<file path="src/rtl/riscv_ctrl_pkg.sv">
// riscv_ctrl_pkg
// Shared definitions for the multicycle RV32I control path: FSM state
// encoding, opcode constants, instruction classes and the select / ALUOp
// encodings that the datapath and the ALU control decoder also use.
package riscv_ctrl_pkg;

  // Main control FSM states; encodings 12..15 are unused.
  typedef enum logic [3:0] {
    S_FETCH    = 4'd0,
    S_DECODE   = 4'd1,
    S_MEMADR   = 4'd2,
    S_MEMREAD  = 4'd3,
    S_MEMWB    = 4'd4,
    S_MEMWRITE = 4'd5,
    S_EXECUTER = 4'd6,
    S_EXECUTEI = 4'd7,
    S_ALUWB    = 4'd8,
    S_BEQ      = 4'd9,
    S_JAL      = 4'd10,
    S_TRAP     = 4'd11
  } state_t;

  // Instruction classes produced by the opcode decoder.
  typedef enum logic [2:0] {
    CLS_MEM     = 3'd0,
    CLS_ALUR    = 3'd1,
    CLS_ALUI    = 3'd2,
    CLS_BEQ     = 3'd3,
    CLS_JAL     = 3'd4,
    CLS_ILLEGAL = 3'd5
  } opclass_t;

  // Opcodes (instr[6:0]).
  localparam logic [6:0] OP_LW  = 7'b0000011;
  localparam logic [6:0] OP_SW  = 7'b0100011;
  localparam logic [6:0] OP_R   = 7'b0110011;
  localparam logic [6:0] OP_I   = 7'b0010011;
  localparam logic [6:0] OP_BEQ = 7'b1100011;
  localparam logic [6:0] OP_JAL = 7'b1101111;

  // ALUOp encodings.
  localparam logic [1:0] ALUOP_ADD   = 2'b00;
  localparam logic [1:0] ALUOP_SUB   = 2'b01;
  localparam logic [1:0] ALUOP_FUNCT = 2'b10;

  // Result mux encodings.
  localparam logic [1:0] RES_ALUOUT    = 2'b00;
  localparam logic [1:0] RES_DATA      = 2'b01;
  localparam logic [1:0] RES_ALURESULT = 2'b10;

  // ALU A source encodings.
  localparam logic [1:0] SRCA_PC    = 2'b00;
  localparam logic [1:0] SRCA_OLDPC = 2'b01;
  localparam logic [1:0] SRCA_RS1   = 2'b10;

  // ALU B source encodings.
  localparam logic [1:0] SRCB_RS2  = 2'b00;
  localparam logic [1:0] SRCB_IMM  = 2'b01;
  localparam logic [1:0] SRCB_FOUR = 2'b10;

endpackage

</file>
<file path="src/rtl/multicycle_opclass.sv">
// multicycle_opclass
// Combinational opcode-to-class decoder feeding the DECODE transition of
// multicycle_ctrl.
//   op      in  7  instr[6:0]
//   opclass out 3  instruction class (opclass_t)
module multicycle_opclass
  import riscv_ctrl_pkg::*;
(
  input  logic [6:0] op,
  output opclass_t   opclass
);

  // Map the opcode onto the class that selects the post-DECODE state.
  always_comb begin
    opclass = CLS_ILLEGAL;
    case (op)
      OP_LW,
      OP_SW:   opclass = CLS_MEM;
      OP_R:    opclass = CLS_ALUR;
      OP_I:    opclass = CLS_ALUI;
      OP_BEQ:  opclass = CLS_BEQ;
      OP_JAL:  opclass = CLS_JAL;
      default: opclass = CLS_ILLEGAL;
    endcase
  end

endmodule

</file>
<file path="src/rtl/multicycle_ctrl.sv">
// multicycle_ctrl
// Main control FSM of the multicycle RV32I core (lw, sw, R/I ALU, beq, jal).
// Moore machine; only pc/ir write enables (mem_ready), the branch PC load
// (zero) and the store completion pulse (mem_ready) depend on inputs.
// Ports:
//   clk, reset (async, active-high)      op[6:0], zero, mem_ready
//   pc_write, adr_src, ir_write, mem_write, reg_write, result_src[1:0],
//   alu_src_a[1:0], alu_src_b[1:0], alu_op[1:0], instr_retired
//   illegal_op (only with MULTICYCLE_CTRL_ILLEGAL_TRAP_EN defined)
// Build option: MULTICYCLE_CTRL_ILLEGAL_TRAP_EN sends unknown opcodes to a
// TRAP state held until reset; otherwise they retire as a no-op in DECODE.
module multicycle_ctrl
  import riscv_ctrl_pkg::*;
(
  input  logic       clk,
  input  logic       reset,
  input  logic [6:0] op,
  input  logic       zero,
  input  logic       mem_ready,
  output logic       pc_write,
  output logic       adr_src,
  output logic       ir_write,
  output logic       mem_write,
  output logic       reg_write,
  output logic [1:0] result_src,
  output logic [1:0] alu_src_a,
  output logic [1:0] alu_src_b,
  output logic [1:0] alu_op,
`ifdef MULTICYCLE_CTRL_ILLEGAL_TRAP_EN
  output logic       illegal_op,
`endif
  output logic       instr_retired
);

  state_t     state_r;
  state_t     state_nxt_s;
  opclass_t   opclass_s;
  logic       pc_update_s;
  logic       branch_s;
  logic       ir_write_s;
  logic       mem_write_s;
  logic       reg_write_s;
  logic       retired_s;

  multicycle_opclass u_opclass (
    .op      (op),
    .opclass (opclass_s)
  );

  // State register; reset lands in FETCH.
  always_ff @(posedge clk or posedge reset) begin
    if (reset) begin
      state_r <= S_FETCH;
    end else begin
      state_r <= state_nxt_s;
    end
  end

  // Next-state and per-state output decode.
  always_comb begin
    state_nxt_s = S_FETCH;
    pc_update_s = 1'b0;
    branch_s    = 1'b0;
    ir_write_s  = 1'b0;
    mem_write_s = 1'b0;
    reg_write_s = 1'b0;
    retired_s   = 1'b0;
    adr_src     = 1'b0;
    result_src  = RES_ALUOUT;
    alu_src_a   = SRCA_PC;
    alu_src_b   = SRCB_RS2;
    alu_op      = ALUOP_ADD;
    case (state_r)
      S_FETCH: begin
        alu_src_b   = SRCB_FOUR;
        result_src  = RES_ALURESULT;
        ir_write_s  = mem_ready;
        pc_update_s = mem_ready;
        if (mem_ready) begin
          state_nxt_s = S_DECODE;
        end else begin
          state_nxt_s = S_FETCH;
        end
      end
      S_DECODE: begin
        // OldPC + imm precomputes the branch target into ALUOut.
        alu_src_a = SRCA_OLDPC;
        alu_src_b = SRCB_IMM;
        case (opclass_s)
          CLS_MEM:  state_nxt_s = S_MEMADR;
          CLS_ALUR: state_nxt_s = S_EXECUTER;
          CLS_ALUI: state_nxt_s = S_EXECUTEI;
          CLS_BEQ:  state_nxt_s = S_BEQ;
          CLS_JAL:  state_nxt_s = S_JAL;
          default: begin
`ifdef MULTICYCLE_CTRL_ILLEGAL_TRAP_EN
            state_nxt_s = S_TRAP;
`else
            state_nxt_s = S_FETCH;
            retired_s   = 1'b1;
`endif
          end
        endcase
      end
      S_MEMADR: begin
        alu_src_a = SRCA_RS1;
        alu_src_b = SRCB_IMM;
        // op[5] separates sw (0100011) from lw (0000011).
        if (op[5]) begin
          state_nxt_s = S_MEMWRITE;
        end else begin
          state_nxt_s = S_MEMREAD;
        end
      end
      S_MEMREAD: begin
        adr_src = 1'b1;
        if (mem_ready) begin
          state_nxt_s = S_MEMWB;
        end else begin
          state_nxt_s = S_MEMREAD;
        end
      end
      S_MEMWB: begin
        result_src  = RES_DATA;
        reg_write_s = 1'b1;
        retired_s   = 1'b1;
        state_nxt_s = S_FETCH;
      end
      S_MEMWRITE: begin
        adr_src     = 1'b1;
        mem_write_s = 1'b1;
        retired_s   = mem_ready;
        if (mem_ready) begin
          state_nxt_s = S_FETCH;
        end else begin
          state_nxt_s = S_MEMWRITE;
        end
      end
      S_EXECUTER: begin
        alu_src_a   = SRCA_RS1;
        alu_src_b   = SRCB_RS2;
        alu_op      = ALUOP_FUNCT;
        state_nxt_s = S_ALUWB;
      end
      S_EXECUTEI: begin
        alu_src_a   = SRCA_RS1;
        alu_src_b   = SRCB_IMM;
        alu_op      = ALUOP_FUNCT;
        state_nxt_s = S_ALUWB;
      end
      S_ALUWB: begin
        reg_write_s = 1'b1;
        retired_s   = 1'b1;
        state_nxt_s = S_FETCH;
      end
      S_BEQ: begin
        alu_src_a   = SRCA_RS1;
        alu_src_b   = SRCB_RS2;
        alu_op      = ALUOP_SUB;
        branch_s    = 1'b1;
        retired_s   = 1'b1;
        state_nxt_s = S_FETCH;
      end
      S_JAL: begin
        // PC <= ALUOut (target); ALU computes OldPC+4 for the link write.
        alu_src_a   = SRCA_OLDPC;
        alu_src_b   = SRCB_FOUR;
        pc_update_s = 1'b1;
        state_nxt_s = S_ALUWB;
      end
`ifdef MULTICYCLE_CTRL_ILLEGAL_TRAP_EN
      S_TRAP: begin
        state_nxt_s = S_TRAP;
      end
`endif
      default: begin
        state_nxt_s = S_FETCH;
      end
    endcase
  end

  // Architectural enables are squashed while reset is high so nothing is
  // written during an aborted instruction.
  assign pc_write      = ~reset & (pc_update_s | (branch_s & zero));
  assign ir_write      = ~reset & ir_write_s;
  assign mem_write     = ~reset & mem_write_s;
  assign reg_write     = ~reset & reg_write_s;
  assign instr_retired = ~reset & retired_s;

`ifdef MULTICYCLE_CTRL_ILLEGAL_TRAP_EN
  assign illegal_op = (state_r == S_TRAP);
`endif

endmodule

</file>
<file path="config.mk">
export PLATFORM = sky130hd
export DESIGN_NAME = multicycle_ctrl
export DESIGN_NICKNAME = d
export VERILOG_FILES = /design/src/rtl/riscv_ctrl_pkg.sv /design/src/rtl/multicycle_opclass.sv /design/src/rtl/multicycle_ctrl.sv
export SDC_FILE = /design/constraint.sdc
export NUM_CORES = 1
export LEC_CHECK = 0
export BUFFER_PORTS_ARGS = -buffer_cell sky130_fd_sc_hd__buf_4
export CAP_MARGIN = 20
export CORE_AREA = 5 5 42 44
export CTS_CLUSTER_SIZE = 8
export DETAILED_ROUTE_END_ITERATION = 12
export DIE_AREA = 0 0 47 49
export PLACE_DENSITY = 0.76
export SYNTH_ARGS = -nofsm -noshare
export SYNTH_HDL_FRONTEND = slang
export SYNTH_SLANG_ARGS = --single-unit
</file>
<file path="constraint.sdc">
create_clock -name clk -period 2.6 [get_ports clk]
set_input_delay 0.52 -clock clk [delete_from_list [all_inputs] [get_ports clk]]
set_output_delay 0.52 -clock clk [all_outputs]
set_load 0.005 [all_outputs]
</file>
* Word level (Yosys, flattened, before mapping)
Cells that the tools add are included.
Operators by class: eq/ne operators 20, multiplexer cells 19, bitwise operators 8, reduce and logical (&&, ||, !) cells 13
Operators with widths (count):
- 4-bit case mux with 6 select lines | 1
- 4-bit case mux with 5 select lines | 1
- 4-bit by 3-bit == test with 1-bit output, second input constant | 4
- 2-bit case mux with 2 select lines | 4
- 3-bit case mux with 5 select lines | 1
- 7-bit by 6-bit == test with 1-bit output, second input constant | 2
- 7-bit == test, second input constant | 2
- 4-bit == test, second input constant | 3
- 2-bit OR reduction | 6
- 3-bit 2-to-1 mux | 3
- 3-bit OR reduction | 3
- 4-bit by 2-bit == test with 1-bit output, second input constant | 2
- 7-bit by 2-bit == test with 1-bit output, second input constant | 1
- 7-bit by 5-bit == test with 1-bit output, second input constant | 1
- 1-bit 2-to-1 mux | 7
- 1-bit AND | 6
- 3-bit by 2-bit == test with 1-bit output, second input constant | 2
- 5-bit OR reduction | 1
- 4-bit by 1-bit == test with 1-bit output, second input constant | 1
- 4-bit logical NOT | 1
- 4-bit OR reduction | 1
- 3-bit by 1-bit == test with 1-bit output, second input constant | 1
- 3-bit == test, second input constant | 1
- 3-bit logical NOT | 1
- 4 further kinds | 4
Storage, ports and cells: register bits after elaboration 4, output and inout bits 14, logic and storage cells 61

* Logic depth before layout (Yosys ltp)
depth after elaboration 8, depth in mapped cells 5, mapped depth without buffers 4

* Hierarchy
From an unflattened synthesis, not the netlist that was laid out.
Unflattened totals: cells, all modules 78, area total of the unflattened synthesis 568.0 sq um
Modules (own cells, without submodules):
- multicycle_ctrl | instances 1, cells an instance 66, area each 493.0 sq um, sequential area each 100.1 sq um
- multicycle_opclass | instances 1, cells an instance 12, area each 75.1 sq um, sequential area each 0.0 sq um

* Least setup slack after synthesis
OpenSTA, ideal clock, no wires.
kind in2out, start in op[3], end out instr_retired, arrival time 1247 ps, required time 2080 ps, setup slack 833 ps, cell stages on the path 4, buffers on the path 0, cells stage by stage or2_1 -> a221o_1 -> a22oi_2 -> nor2_1
Between the ends: cells in the longest elaborated chain, start to end 8, elaborated cells on any way between the ends 17
Ends and longest elaborated chain:
- start, declared | RTL line multicycle_ctrl.sv:17 | input logic [6:0] op,
- 7-bit by 2-bit == test with 1-bit output or 7-bit by 6-bit == test with 1-bit output (tied branches) | RTL line multicycle_opclass.sv:16 | case (op)
- 2-bit OR reduction | RTL line multicycle_opclass.sv:16
- 3-bit case mux with 5 select lines (*) | RTL line multicycle_opclass.sv:16
- 3-bit == test (tied with other cells) | RTL line multicycle_ctrl.sv:89 | case (opclass_s)
- 5-bit OR reduction (no source line) (*)
- 1-bit 2-to-1 mux (*) | RTL line multicycle_ctrl.sv:89
- 1-bit case mux with 3 select lines (*) | RTL line multicycle_ctrl.sv:73 | case (state_r)
- 1-bit AND (*) | RTL line multicycle_ctrl.sv:188 | assign instr_retired = ~reset & retired_s;
- end, declared | RTL line multicycle_ctrl.sv:32 | output logic instr_retired
Mark *: on every way between the ends. The rest lies on a longest branch, timed or not.

* Final worst setup path
start reg state_r[0], end out instr_retired
Between the ends: cells in the longest elaborated chain, start to end 4, elaborated cells on any way between the ends 8
Ends and longest elaborated chain:
- start, declared | RTL line multicycle_ctrl.sv:35 | state_t state_r;
- start signal, assigned | RTL line multicycle_ctrl.sv:55 | state_r <= state_nxt_s;
- 4-bit == test or 4-bit by 3-bit == test with 1-bit output (tied branches) | RTL line multicycle_ctrl.sv:73
- 3-bit OR reduction (no source line)
- 1-bit case mux with 3 select lines (*) | RTL line multicycle_ctrl.sv:73
- 1-bit AND (*) | RTL line multicycle_ctrl.sv:188
Marked as above.

==> impl_results.md <==
- Outcome: completed
- Mapped Area: 597 um2
- Crit path capture: instr_retired
- Critical Path Stages: 5
- I/O Buffers: 24
- Largest net degree at the start of global routing: 20
- DP HPWL: 1.24 mm
- Worst path max stage delay: 760 ps
- FP Rows: 14
- Post-route ant nets: 0
- Final net count: 113
- Final Cycle Share: 84.9%
- Final slew viol count: 0
- Die Wd: 47 um
- CTS Hold Bufs: 0
- Vias per inst: 5.58
- TritonRoute pass-1 iters: 2
- Fin worst setup slack: 392 ps
- CP arrival: 1690 ps
- Vias: 647
- Startpoint Class: flip-flop
- Syn avg cell area: 7.65 um2
- DRC viols: 0
- Hold crit path type: primary input to async pin
- Routed wire per std cell: 13.6 um
- Number of flip-flops under the largest register name: 4
- Max cap viols: 0
- Finished Layout Cells: 116
- Reg with most FFs: state_r
- Fmax: 453 MHz
- Register bit count reported by yosys: 4
- Syn Nets: 89
- Initial DRC Count: 9
- Buf+Inv Stages, Crit Path: 1
- First-pass GRT wire length: 2.53 mm
- Power Density: 327 nW/um2
- Hold Vio Cnt, Final: 0
- Leak: 0.339 nW
- Ys flop type: dfrtp_1
- Yosys warns: 0
- Post-synth ARST share: 100%
- TritonCTS buffer count: 3
- CTS tree: yes
- Reg2Reg Depth: 4
- Slowest-stage cell, CP: dfrtp_1
- Crit path max-delay family: flip-flops
- Sequential area share after synthesis: 16.8%
- Clk buf depth: 2
- Cells after DPL: 113
- Worst R2R Setup Slack: 1070 ps
- Vias in the first global route: 581
- All-Layer GR Usage: 14.5%
- Post-CTS Setup Repair Bufs: 0
- Crit path time final: 2210 ps
- Final Total Pwr: 0.000256 W
- Top flop regs: state_r x4
- Start point of the critical path: state_r[0]
- Clock Tree Root: clkbuf_4
- Antenna violations before repair: 0
- Post-Place Worst Slack: 563 ps
- CP Max Fanout: 19
- RR Startpoint: state_r[0]
- CP endpoint kind: output pin
- Total core area: 1400 um2
- Post-synth EDFFs: 0
- Clock sink count: 4
- Finish-stage setup viols: 0
- Slew headroom: 55.5%
- Clock transition at the registers of the reported paths: 40 ps
- Layout area overhead: 31.2%
- CTS resizes: 0
- Die Y: 49 um
- Mapped Cells: 78
- Die area: 2300 um2
- Proportion of layout cells with a drive suffix above 1: 37.0%
- Worst-Margin Slew: 667 ps
- Clock H-tree levels: 1
- Critical path type: flip-flop to output pin
- Drt total wl: 1.58 mm
- RSZ-0062 raised after global routing: false
- Final core utilization: 55.9%
- Critical Path RT: 2080 ps
- I/O pin cnt: 25
- CP cell instances: nand2b_4 > nor3_4 > a22oi_2 > nor2_1 > buf_4
- Setup TNS: 0 ps
- Clk_lat worst skew: 230 ps
- Final GP Congestion: 0.803
- Reg2reg end: state_r[2]
- Antenna cells: 0
- Total global routing overflow: 0
- Netlist cell types: 38
- Initial core utilization: 42.6%
- Setup Skew: 2.07 ps
- Peak VDD IR: 0.237 mV
synth_stat cells, types with 2 or more instances:
| library cell | count | area [um2] |
|---|---|---|
| nor3_2 | 2 | 20.0 |
| nand2_1 | 7 | 26.3 |
| or2_1 | 2 | 12.5 |
| o21ai_1 | 3 | 15.0 |
| a32o_1 | 2 | 20.0 |
| nand2b_1 | 6 | 37.5 |
| a21oi_1 | 4 | 20.0 |
| buf_2 | 2 | 10.0 |
| dfrtp_1 | 4 | 100 |
| nor2_1 | 11 | 41.3 |
| nor2b_1 | 2 | 12.5 |
| nor3_1 | 3 | 15.0 |
| o22ai_1 | 2 | 12.5 |
| nor4_1 | 2 | 12.5 |
| mux2i_1 | 2 | 20.0 |
| buf_4 | 2 | 15.0 |
area by class of cell:
type | instances | area (um2)
well taps | 16 | 20.0
flip-flops and latches | 4 | 100
clock buffers | 3 | 22.5
multi-input cells | 66 | 447
repair buffers | 24 | 180
fillers | 150 | 618
inverters | 3 | 13.8
cells by family (layout without fill, tap and decap cells):
| logic type | Yosys count | in the layout | share of synthesized area (%) |
|---|---|---|---|
| AOI/OAI and AO/OA | 18 | 18 | 23.1 |
| xor gates and xnor gates | 1 | 1 | 1.47 |
| buffers and inverters | 8 | 30 | 8.38 |
| DFF | 4 | 4 | 16.8 |
| muxes | 2 | 2 | 3.35 |
| and+or+nand+nor | 45 | 45 | 47.0 |
per-stage QoR:
stage | area [um2] | hold slack [ps]
6_report | 783 | 224
5_1_grt | 783 | 217
4_1_cts | 783 | 212
3_5_place_dp | 761 | 465
3_3_place_gp | 761 | 460
2_1_floorplan | 597 | 291
worst min path at each step:
stage	start	endpoint	slack, ps	cells past startpoint
after floorplan	reset	state_r[0]	290	1
after global placement	reset	state_r[1]	460	2
after detailed placement	reset	state_r[2]	460	2
after CTS	reset	state_r[1]	210	2
after global routing	reset	state_r[0]	220	2
final	reset	state_r[1]	220	2
per-layer routing:
metal  track usage, %  up-vias  part of all wire (%)
met5                0        -                     0
met4             4.15        0                     0
met2             23.3       15                    51
met1             18.3      301                    43
li1                 -      331                     -
met3             4.06        0                   6.0
where the power goes:
| part | leakage (nW) | switching (W) | internal [W] |
|---|---|---|---|
| Sequential | 0.0542 | 0.0000167 | 0.0000653 |
| Combinational | 0.271 | 0.0000444 | 0.0000548 |
| Clock | 0.0138 | 0.0000232 | 0.0000515 |
cell usage in the layout, fill, tap and decap left out, drive strengths merged, types with 2 or more instances in the layout:
master / instances
nor3: 6
mux2i: 2
nor4: 2
or2: 2
nand2: 7
nor2: 11
nor2b: 2
a21oi: 4
buf: 24
inv: 3
clkbuf: 3
a32o: 2
dfrtp: 4
o21ai: 4
nand2b: 7
o22ai: 3
(Power assumes the default switching activity.)
